==> src/rtl/page_walker.sv <==
// page_walker: two-level page-table walker translating a 16-bit VA to a 14-bit PA.
// Issues word reads to the memory controller, checks valid/W/U bits and reports
// either the physical address or a fault code.
// Optional feature: define PTW_TLB_EN to add a one-entry translation cache.
module page_walker #(
  parameter int unsigned READ_LAT = 2
) (
  input  logic        clock,
  input  logic        reset_n,
  input  logic        in_req,
  input  logic [15:0] in_va,
  input  logic        in_write,
  input  logic        in_user,
  input  logic [7:0]  in_ptbr,
  input  logic        in_flush,
  output logic        out_ready,
  output logic        out_done,
  output logic [13:0] out_pa,
  output logic        out_fault,
  output logic [1:0]  out_fault_code,
  output logic        out_dram_ren,
  output logic [13:0] out_dram_addr,
  output logic [1:0]  out_dram_size,
  input  logic [31:0] in_mcu_data
);

  localparam int unsigned CntW = (READ_LAT < 1) ? 1 : $clog2(READ_LAT + 1);
  localparam logic [CntW-1:0] CntLast = CntW'(READ_LAT);

  typedef enum logic [1:0] {StIdle, StL1Wait, StL2Wait, StDone} state_e;

  state_e          state_q, state_d;
  logic [CntW-1:0] cnt_q, cnt_d;
  logic [15:0]     va_q, va_d;
  logic            write_q, write_d;
  logic            user_q, user_d;
  logic [7:0]      ptbr_q, ptbr_d;
  logic [7:0]      l2base_q, l2base_d;
  logic [13:0]     pa_q, pa_d;
  logic            fault_q, fault_d;
  logic [1:0]      code_q, code_d;

  logic sample;
  logic perm_fail;
  logic unused_data;

  assign sample    = (cnt_q == CntLast);
  assign perm_fail = (write_q & ~in_mcu_data[1]) | (user_q & ~in_mcu_data[2]);
  // PTE bits with no meaning in either table format
  assign unused_data = ^{in_mcu_data[31:14], in_mcu_data[5:3]};

`ifdef PTW_TLB_EN
  logic       tlb_valid_q;
  logic [7:0] tlb_tag_q;
  logic [5:0] tlb_ppn_q;
  logic       tlb_w_q, tlb_u_q;
  logic       suppress_q;
  logic       tlb_hit;
  logic       tlb_perm_fail;
  logic       fill;

  // A flush in the same cycle as a lookup wins over the stale entry
  assign tlb_hit       = tlb_valid_q && (tlb_tag_q == in_va[15:8]) && !in_flush;
  assign tlb_perm_fail = (in_write & ~tlb_w_q) | (in_user & ~tlb_u_q);
`else
  logic unused_flush;
  assign unused_flush = in_flush;
`endif

  // State and datapath registers
  always_ff @(posedge clock or negedge reset_n) begin
    if (!reset_n) begin
      state_q  <= StIdle;
      cnt_q    <= '0;
      va_q     <= '0;
      write_q  <= 1'b0;
      user_q   <= 1'b0;
      ptbr_q   <= '0;
      l2base_q <= '0;
      pa_q     <= '0;
      fault_q  <= 1'b0;
      code_q   <= 2'b00;
    end else begin
      state_q  <= state_d;
      cnt_q    <= cnt_d;
      va_q     <= va_d;
      write_q  <= write_d;
      user_q   <= user_d;
      ptbr_q   <= ptbr_d;
      l2base_q <= l2base_d;
      pa_q     <= pa_d;
      fault_q  <= fault_d;
      code_q   <= code_d;
    end
  end

  // Walk sequencing, PTE checks and result capture
  always_comb begin
    state_d  = state_q;
    cnt_d    = cnt_q;
    va_d     = va_q;
    write_d  = write_q;
    user_d   = user_q;
    ptbr_d   = ptbr_q;
    l2base_d = l2base_q;
    pa_d     = pa_q;
    fault_d  = fault_q;
    code_d   = code_q;
`ifdef PTW_TLB_EN
    fill     = 1'b0;
`endif
    unique case (state_q)
      StIdle: begin
        if (in_req) begin
          va_d    = in_va;
          write_d = in_write;
          user_d  = in_user;
          ptbr_d  = in_ptbr;
          cnt_d   = '0;
`ifdef PTW_TLB_EN
          if (tlb_hit) begin
            state_d = StDone;
            if (tlb_perm_fail) begin
              pa_d    = '0;
              fault_d = 1'b1;
              code_d  = 2'b11;
            end else begin
              pa_d    = {tlb_ppn_q, in_va[7:0]};
              fault_d = 1'b0;
              code_d  = 2'b00;
            end
          end else begin
            state_d = StL1Wait;
          end
`else
          state_d = StL1Wait;
`endif
        end
      end
      StL1Wait: begin
        if (sample) begin
          cnt_d = '0;
          if (!in_mcu_data[0]) begin
            state_d = StDone;
            pa_d    = '0;
            fault_d = 1'b1;
            code_d  = 2'b01;
          end else begin
            state_d  = StL2Wait;
            l2base_d = in_mcu_data[13:6];
          end
        end else begin
          cnt_d = cnt_q + 1'b1;
        end
      end
      StL2Wait: begin
        if (sample) begin
          cnt_d   = '0;
          state_d = StDone;
          if (!in_mcu_data[0]) begin
            pa_d    = '0;
            fault_d = 1'b1;
            code_d  = 2'b10;
          end else if (perm_fail) begin
            pa_d    = '0;
            fault_d = 1'b1;
            code_d  = 2'b11;
          end else begin
            pa_d    = {in_mcu_data[13:8], va_q[7:0]};
            fault_d = 1'b0;
            code_d  = 2'b00;
`ifdef PTW_TLB_EN
            fill    = 1'b1;
`endif
          end
        end else begin
          cnt_d = cnt_q + 1'b1;
        end
      end
      StDone: begin
        state_d = StIdle;
      end
      default: begin
        state_d = StIdle;
      end
    endcase
  end

`ifdef PTW_TLB_EN
  // Single-entry cache; a flush seen during a walk blocks that walk's refill
  always_ff @(posedge clock or negedge reset_n) begin
    if (!reset_n) begin
      tlb_valid_q <= 1'b0;
      tlb_tag_q   <= '0;
      tlb_ppn_q   <= '0;
      tlb_w_q     <= 1'b0;
      tlb_u_q     <= 1'b0;
      suppress_q  <= 1'b0;
    end else begin
      if (state_q == StIdle && in_req) begin
        suppress_q <= 1'b0;
      end else if (in_flush) begin
        suppress_q <= 1'b1;
      end
      if (in_flush) begin
        tlb_valid_q <= 1'b0;
      end else if (fill && !suppress_q) begin
        tlb_valid_q <= 1'b1;
        tlb_tag_q   <= va_q[15:8];
        tlb_ppn_q   <= in_mcu_data[13:8];
        tlb_w_q     <= in_mcu_data[1];
        tlb_u_q     <= in_mcu_data[2];
      end
    end
  end
`endif

  // Outputs decoded from state; read address follows the table level
  always_comb begin
    out_ready      = (state_q == StIdle);
    out_done       = (state_q == StDone);
    out_pa         = pa_q;
    out_fault      = fault_q;
    out_fault_code = code_q;
    out_dram_ren   = 1'b0;
    out_dram_addr  = '0;
    out_dram_size  = 2'b00;
    if (state_q == StL1Wait) begin
      out_dram_ren  = 1'b1;
      out_dram_addr = {ptbr_q, va_q[15:12], 2'b00};
      out_dram_size = 2'b10;
    end else if (state_q == StL2Wait) begin
      out_dram_ren  = 1'b1;
      out_dram_addr = {l2base_q, va_q[11:8], 2'b00};
      out_dram_size = 2'b10;
    end
  end

endmodule

==> config.mk <==
export PLATFORM = sky130hd
export DESIGN_NAME = page_walker
export DESIGN_NICKNAME = d
export VERILOG_FILES = /design/src/rtl/page_walker.sv
export SDC_FILE = /design/constraint.sdc
export NUM_CORES = 1
export LEC_CHECK = 0
export CAP_MARGIN = 20
export CORE_ASPECT_RATIO = 1.25
export CORE_MARGIN = 2
export CORE_UTILIZATION = 41
export CTS_BUF_LIST = sky130_fd_sc_hd__clkbuf_2 sky130_fd_sc_hd__clkbuf_4 sky130_fd_sc_hd__clkbuf_8
export DETAILED_ROUTE_END_ITERATION = 8
export PLACE_DENSITY = 0.84
export SLEW_MARGIN = 15
export SYNTH_ARGS = -nofsm -noshare
export SYNTH_HDL_FRONTEND = slang
export SYNTH_SLANG_ARGS = --single-unit
==> constraint.sdc <==
create_clock -name clock -period 1.6 [get_ports clock]
set_input_delay 0.32 -clock clock [delete_from_list [all_inputs] [get_ports clock]]
set_output_delay 0.32 -clock clock [all_outputs]
set_load 0.01 [all_outputs]
== Yosys cells after proc, flatten, opt, wreduce, memory -nomap -nowiden ==
Index checks and enable logic that the tools add are counted.
Storage, ports and cells
  register bits after elaboration: 55
  output and inout bits: 36
  word-level logic and storage cells: 65
Operators by class
  add/subtract/negate cells: 1
  equality and inequality tests: 8
  muxes and demuxes: 32
  bitwise operators: 5
  reduce and logical (&&, ||, !) cells: 9
Operator list (count)
  14-bit 2-to-1 mux: 7
  14-bit one-hot mux with 2 select lines: 1
  2-bit 2-to-1 mux: 12
  1-bit 2-to-1 mux: 8
  2-bit inequality test (second input constant): 4
  2-bit one-hot mux with 2 select lines: 2
  2-bit one-hot mux with 4 select lines: 1
  2-bit equality test (second input constant): 3
  3-bit AND reduction: 2
  2-bit AND reduction: 2
  4-bit AND reduction: 1
  2-bit nonzero test: 2
  2-bit by 1-bit adder with 2-bit output (second input constant): 1
  1-bit AND: 2
  2-bit by 1-bit equality test with 1-bit output (second input constant): 1
  2-bit logical NOT: 1
  1-bit inverter: 2
  1-bit one-hot mux with 2 select lines: 1
  2-bit OR reduction: 1
  1-bit OR: 1

== Logic depth before layout (Yosys ltp) ==
Gate-level depths: netlist of run 1.
  depth after elaboration: 7
  depth in mapped cells: 8
  depth with buffers taken out: 5

== Least setup slack after synthesis of run 1 ==
OpenSTA, ideal clock, no wires.
  path type: reg2out
  from: register state_q[1]
  to: output out_dram_addr[10]
  arrival time: 1437 ps
  path slack: -157 ps
  cell stages (with the launch flop): 7
  buffers on the path: 2
  cell sequence: dfrtp_1 > inv_1 > ha_1 > buf_2 > nor2b_1 > clkbuf_1 > a22o_1
Between the ends
  longest elaborated chain between the ends: 3
Ends and longest elaborated chain
  start, declared: RTL line 32  | state_e state_q, state_d;
  start signal, assigned: RTL line 73  | state_q <= StIdle;
  start signal, assigned: RTL line 84  | state_q <= state_d;
  2-bit equality test: RTL line 232  | end else if (state_q == StL2Wait) begin
  14-bit 2-to-1 mux: RTL line 232
  14-bit 2-to-1 mux (*): RTL line 228  | if (state_q == StL1Wait) begin
  end, declared: RTL line 22  | output logic [13:0] out_dram_addr,
Mark *: on every way between the ends. The rest lies on a longest branch, timed or not.

== Worst setup path in the final report of run 1 ==
  from: register state_q[1]
  to: output out_dram_addr[13]
The elaborated chain is that of the path after synthesis.

==> results of run 1 <==
-- final timing paths --
path,startpoint,to,slack (ps)
worst max register to register,state_q[1]$_DFFE_PN0P_,out_fault$_DFFE_PN0P_,-120
worst max-delay path,state_q[1]$_DFFE_PN0P_,out_dram_addr[13],-280
min in group clock,l2base_q[1]$_DFFE_PN0P_,l2base_q[1]$_DFFE_PN0P_,520
worst min register to register,l2base_q[1]$_DFFE_PN0P_,l2base_q[1]$_DFFE_PN0P_,520
max in group asynchronous,reset_n,out_pa[7]$_DFFE_PN0P_,1360
worst min-delay path,reset_n,ptbr_q[7]$_DFFE_PN0P_,-5
-- stage by stage --
| stage | util (%) | hold WS, ps | total power (uW) | worst slack [ps] |
|---|---|---|---|---|
| detailed placement | 58.06 | 341.2 | 5848 | -364.2 |
| global route | 68.91 | 8.051 | 8226 | -352.7 |
| global placement | 58.06 | 336.1 | 5709 | -306.0 |
| CTS | 63.75 | 1.123 | 7017 | -289.3 |
| finish | 68.91 | -5.315 | 7766 | -280.2 |
| floorplan | - | 24.41 | 4241 | 6.507 |
-- power by group --
part | internal (uW) | switching, uW | total [uW]
sequential | 2050 | 406 | 2460
clock | 306 | 459 | 764
combinational | 2710 | 1830 | 4540
total | 5070 | 2690 | 7770
-- registers in the layout, indices dropped and copies added, names as in the netlist --
signal,cells
cnt_q,2
out_pa,14
out_fault_code,2
out_fault,1
state_q,2
va_q,16
write_q,1
user_q,1
l2base_q,8
ptbr_q,8
-- cells in the mapped netlist --
| library cell | count | area (sq um) |
|---|---|---|
| a22o_1 | 11 | 96.34 |
| a2bb2oi_1 | 1 | 8.760 |
| a311oi_1 | 1 | 8.760 |
| and3_1 | 1 | 6.260 |
| buf_12 | 1 | 20.02 |
| buf_2 | 6 | 30.03 |
| buf_4 | 5 | 37.54 |
| buf_6 | 1 | 11.26 |
| clkbuf_1 | 2 | 7.510 |
| conb_1 | 1 | 3.750 |
| dfrtp_1 | 55 | 1376 |
| ha_1 | 5 | 62.56 |
| inv_1 | 33 | 123.9 |
| mux2_2 | 35 | 394.1 |
| mux2i_1 | 1 | 10.01 |
| nand2_1 | 7 | 26.28 |
| nand2b_1 | 2 | 12.51 |
| nand3_1 | 2 | 10.01 |
| nand3b_1 | 1 | 7.510 |
| nor2_1 | 1 | 3.750 |
| nor2b_1 | 4 | 25.02 |
| nor2b_4 | 1 | 13.76 |
| nor3_1 | 1 | 5.000 |
| o2111a_1 | 1 | 11.26 |
| o21a_1 | 1 | 7.510 |
| o21ai_0 | 5 | 25.02 |
| o22a_2 | 1 | 10.01 |
| o2bb2ai_1 | 1 | 8.760 |
| o32ai_1 | 6 | 52.55 |
| o32ai_2 | 8 | 130.1 |
| or3b_1 | 1 | 8.760 |
-- worst register-to-register path: stages (launching register included) --
cell and delay, ps:
dfrtp_1 410, inv_2 80, ha_4 180, buf_6 130
buf_8 130, nor2b_4 120, o21a_4 240, buf_12 140
o22a_2 210
-- what timing repair did --
item,CTS,global route
pin swaps,0,9
resized for setup,103,57
hold buffers,0,0
cloned,2,2
hold endpoints to repair,0,0
setup buffers,9,3
setup endpoints to repair,42,72
-- logic make-up after synthesis --
group | Yosys count | synth area share (%)
other | 1 | 0.1468
adders and majority gates | 5 | 2.449
muxes | 36 | 15.82
AOI/OAI and AO/OA | 36 | 14.05
and+or+nand+nor | 21 | 4.652
buffers and inverters | 48 | 9.011
DFF | 55 | 53.87
-- layer usage --
layer | vias up | part of all wire (%) | track usage (%)
met5 | - | 0 | 0
met4 | 0 | 1.3 | 4.613
met1 | 940 | 40 | 21.62
li1 | 887 | - | -
met3 | 9 | 4.5 | 4.066
met2 | 47 | 54 | 31.12
-- cell usage in the layout, fill, tap and decap left out, drive strengths merged --
cell type	instances
mux2	35
o32ai	14
nor3	1
buf	48
dlymetal6s2s	2
a311oi	1
nand3b	1
nand2	7
nor2	1
o21ai	5
mux2i	1
clkinvlp	2
o2111a	1
dfrtp	55
o21a	1
clkinv	1
nand2b	2
a2bb2oi	1
o2bb2ai	1
inv	33
clkbuf	7
nor2b	5
conb	3
a22o	11
and3	1
clkdlybuf4s50	53
or3b	1
o22a	1
ha	5
nand3	2
-- layout make-up --
cell class | instances | area share, %
Sequential cell | 55 | 32.85
Clock inverter | 3 | 0.4773
Inverter | 33 | 2.953
Multi-Input combinational cell | 101 | 32.28
Tap cell | 85 | 2.536
Timing Repair Buffer | 105 | 27.27
Clock buffer | 5 | 1.641
==> run metrics, run 1 <==
status=complete, but fails checks; failing checks=negative hold slack, negative setup slack; fin nets=368; row count=32; Yosys reg bits=between 50 and 60; detailed-route vias per instance=4.866; global-route wire length before repair=between 9000 and 10000 um; DRC violations left=0; WS Path Type=register to output pin; fmax=0.5318 GHz; Setup TNS=-7321 ps; leakage power=just under 0.002 uW; Vias=around 1900; wire per inst=16.53 um; Layout Cell Area excl Fill=about 4200 sq um; Die X=around 75 um; family with the most delay on the worst path=buffers and inverters; Clock Tree Root=clkbuf_8; initial antenna violation count=0; vias in the first global route=around 2000; IO buf count=a little over 70; fin cells=387; Multi-input gate area=between 1000 and 1500 sq um; Buf+Inv Stages, Crit Path=4; hold_ws=-5.315 ps; CTS sink count=55; CTS Buf Count=5; Total Routing Usage GR=roughly 18%; Critical Path Max Stage Delay=around 410 ps; Core Area=between 6000 and 7000 sq um; fin crit share=117.5%; largest buffer count on any clock path=2; routability cong.=around 0.78; Iter 0 DRT Violations=68; remaining global-route overflow=0; Cell Pwr Density=1852 nW/um^2; insertion delay to the later sink of the worst-skew pair=approximately 300 ps; hold crit path type=primary input to async pin; Distinct cells, synth=31; share of layout cells above drive strength 1=43.05%; Placed Cells=366; WP data required=about 1300 ps; Slowest cell on crit path=dfrtp_1; Layout fillers=~440; largest net degree at the start of global routing=56; Cell Area, Synth=2555 sq um; clk_skew=about 4.9 ps; I/O pins=98; CTS tree=yes; Crit path depth=6; Starting Density=41.98%; die area=6883 sq um; Final Hold Fails=18; sequential-to-total area share from yosys stat=53.87%; Setup WS post-layout=-280.2 ps; remaining antenna violation count=0; crit-path max FO=8; Crit. End Element=output pin; Worst Max-Slew Pin Slew=between 500 and 600 ps; Max IR drop VDD=between 0.0008 and 0.0009 V; RSZ-0062 raised after global routing=yes; worst-case reg-to-reg path depth=8; Mapped Avg Cell Area=between 10 and 15 sq um; hpwl dp=between 3000 and 4000 um; Ys Warns=0; antenna cells=0; Total Wirelength=~6400 um; Clock H-tree levels=2; critical path data arrival time=approximately 1600 ps; max-slew violations=0; DIE HEIGHT=~92 um; Placed Area=roughly 3500 sq um; area grow syn2layout=64.15%; Max-Slew Margin vs Limit=between 60% and 70%; register area=between 1000 and 1500 sq um; Pre-antenna DRT Iters=4; Max Cap Viol=0; final setup fails=around 70; Clk pin slew, worst setup/hold paths=about 100 ps; startpoint types=register; post-synthesis cell count=202; worst-path cell chain=inv_2, ha_4, buf_6, buf_8, a22o_1, buf_2; crit path time final=between 1500 and 2000 ps
(Power assumes the default switching activity.)
==> inputs of run 2 (changes only) <==
--- a/config.mk
+++ b/config.mk
@@ -10,6 +10,7 @@
 export CORE_MARGIN = 2
 export CORE_UTILIZATION = 41
 export CTS_BUF_LIST = sky130_fd_sc_hd__clkbuf_2 sky130_fd_sc_hd__clkbuf_4 sky130_fd_sc_hd__clkbuf_8
+export CTS_CLUSTER_DIAMETER = 40
 export DETAILED_ROUTE_END_ITERATION = 8
 export PLACE_DENSITY = 0.84
 export SLEW_MARGIN = 15
==> results of run 2 <==
Final layout, timing and power as in run 1 (identical DEF).
==> inputs of run 3 (changes only) <==
--- a/config.mk
+++ b/config.mk
@@ -7,7 +7,7 @@
 export LEC_CHECK = 0
 export CAP_MARGIN = 20
 export CORE_ASPECT_RATIO = 1.25
-export CORE_MARGIN = 2
+export CORE_MARGIN = 3
 export CORE_UTILIZATION = 41
 export CTS_BUF_LIST = sky130_fd_sc_hd__clkbuf_2 sky130_fd_sc_hd__clkbuf_4 sky130_fd_sc_hd__clkbuf_8
 export CTS_CLUSTER_DIAMETER = 40
==> run 3 against run 2 <==
The flow finishes with violations (negative setup slack); count of clock-buffer cells in the layout is the same; sequential cell count unchanged; final cell count shrank 0.26%; sequential share of layout area grew 1.8 points; worst hold slack better by 510 ps; routed wire length fell by 1.8%; total power down 4.9%; critical endpoint is now out_dram_addr[12].
==> run metrics, run 3 (synthesized netlist as in run 1, its figures left out) <==
status=complete, but fails checks; failing checks=negative setup slack; insertion delay to the later sink of the worst-skew pair=approximately 300 ps; HP Start=cnt_q[1]$_DFFE_PN0P_; Min-Delay Path Depth=2; Layout Cell Area excl Fill=3976 sq um; DIE HEIGHT=approximately 94 um; Clk pin slew, worst setup/hold paths=about 100 ps; remaining global-route overflow=0; Final Hold Fails=0; initial antenna violation count=0; critical path data arrival time=~1600 ps; FF-to-FF End=out_fault$_DFFE_PN0P_; largest buffer count on any clock path=2; Clock Tree Root=clkbuf_8; worst reg-to-reg setup slack=-210 ps; Clock H-tree levels=2; routability cong.=~0.79; commonest non-fill, non-tap cells in the layout=dfrtp_1, clkdlybuf4s50_1, inv_1; Setup WS post-layout=-271.2 ps; hold_ws=just over 500 ps; FF-to-FF Start=state_q[0]$_DFFE_PN0P_; crit-path max FO=14; detailed-route vias per instance=4.915; fin crit share=117.0%; internal power=between 4000 and 5000 uW; remaining antenna violation count=0; switching part of the total power=between 30% and 40%; clock power share=10.4%; die area=7221 sq um; vias in the first global route=about 2000; Cell Pwr Density=~1900 nW/um^2; Die X=between 70 and 80 um; CTS sink count=55; Placed Area=approximately 3500 sq um; worst hold endpoint=cnt_q[1]$_DFFE_PN0P_; Placed Cells=between 300 and 400; wire per inst=~16 um; Max IR drop VDD=roughly 0.00095 V; CTS Buf Count=5; hold crit path type=register to register; global-route wire length before repair=roughly 9600 um; commonest non-fill, non-tap cell in the layout=dfrtp_1; WP data required=about 1300 ps; power share of the combinational group=between 50% and 60%; clk_skew=~13 ps; share of power burned in registers=about a third; fin cells=386; max reg flops=16; Crit. End Element=output pin; NetSw=2498 uW; max-slew violations=0; Starting Density=around 43%; fin nets=370; hpwl dp=between 4000 and 5000 um; WS Path Type=register to output pin; Core Area=slightly below 6000 sq um; crit path time final=~1900 ps; antenna cells=0; Pre-antenna DRT Iters=4; Total Wirelength=around 6300 um; RSZ-0062 raised after global routing=yes; Iter 0 DRT Violations=between 60 and 70; Biggest register=va_q; fmax=about 0.53 GHz; share of layout cells above drive strength 1=40.13%; largest net degree at the start of global routing=34; row count=31; I/O pins=98; worst-case reg-to-reg path depth=8; startpoint types=register; DRC violations left=0; CTS tree=yes; final setup fails=41; setup slack at placement=-364.7 ps; IO buf count=72; leakage power=between 0.0015 and 0.002 uW; Finished Core Util=about two thirds; area grow syn2layout=55.63%; Vias=around 1900; Max Cap Viol=0; Total Routing Usage GR=16.82%
-- run 3: what timing repair did --
action | 4_1_cts | 5_1_grt
pin swaps | 1 | 4
gates resized for setup | 80 | 56
endpoints found under the hold margin | 12 | 0
gates cloned | 1 | 3
hold buffers | 1 | 0
setup endpoints to repair | 63 | 71
setup buffers | 5 | 4
-- run 3: how the worst max path moves through the flow --
stage | from | end | slack [ps]
floorplan | state_q[0]$_DFFE_PN0P_ | ptbr_q[0]$_DFFE_PN0P_ | 7
global placement | state_q[0]$_DFFE_PN0P_ | out_dram_addr[13] | -310
detailed placement | state_q[0]$_DFFE_PN0P_ | out_dram_addr[8] | -360
CTS | state_q[0]$_DFFE_PN0P_ | out_dram_addr[2] | -340
global route | state_q[0]$_DFFE_PN0P_ | out_dram_addr[8] | -340
finish | state_q[0]$_DFFE_PN0P_ | out_dram_addr[12] | -270
-- run 3: metal layers --
layer | vias up | track usage (%) | share of wire [%]
met2 | 55 | 28.89 | 52
met4 | 0 | 5.438 | 1.2
met3 | 6 | 4.127 | 4.1
li1 | 893 | - | -
met5 | - | 0 | 0
met1 | 943 | 20.83 | 42
-- run 3: cell type report --
class	count	area [sq um]
tap	82	102.6
multi-input combinational	101	1181
timing repair buffer	107	1100
sequential	55	1378
clock buffer	5	68.82
inverter	33	123.9
fill	471	1958
clock inverter	3	22.52
-- run 3: worst max-delay path, stage by stage, from the launching register on --
cell	delay, ps
dfrtp_1	410
buf_6	130
ha_4	170
buf_6	150
o21ai_1	150
clkdlybuf4s15_2	240
-- run 3: through the flow --
step                      TNS (ps)  power (uW)
final                        -5816        7382
after global routing         -8392        7860
after CTS                    -5479        6787
after detailed placement    -10370        5840
after global placement       -8046        5722
after floorplan                  0        4241
-- run 3: power groups by stage --
stage	clock, uW	sequential (uW)	combinational [uW]
6_report	769	2420	4190
3_3_place_gp	0	2380	3340
2_1_floorplan	0	2430	1810
5_1_grt	862	2510	4490
4_1_cts	808	2390	3590
3_5_place_dp	0	2410	3430
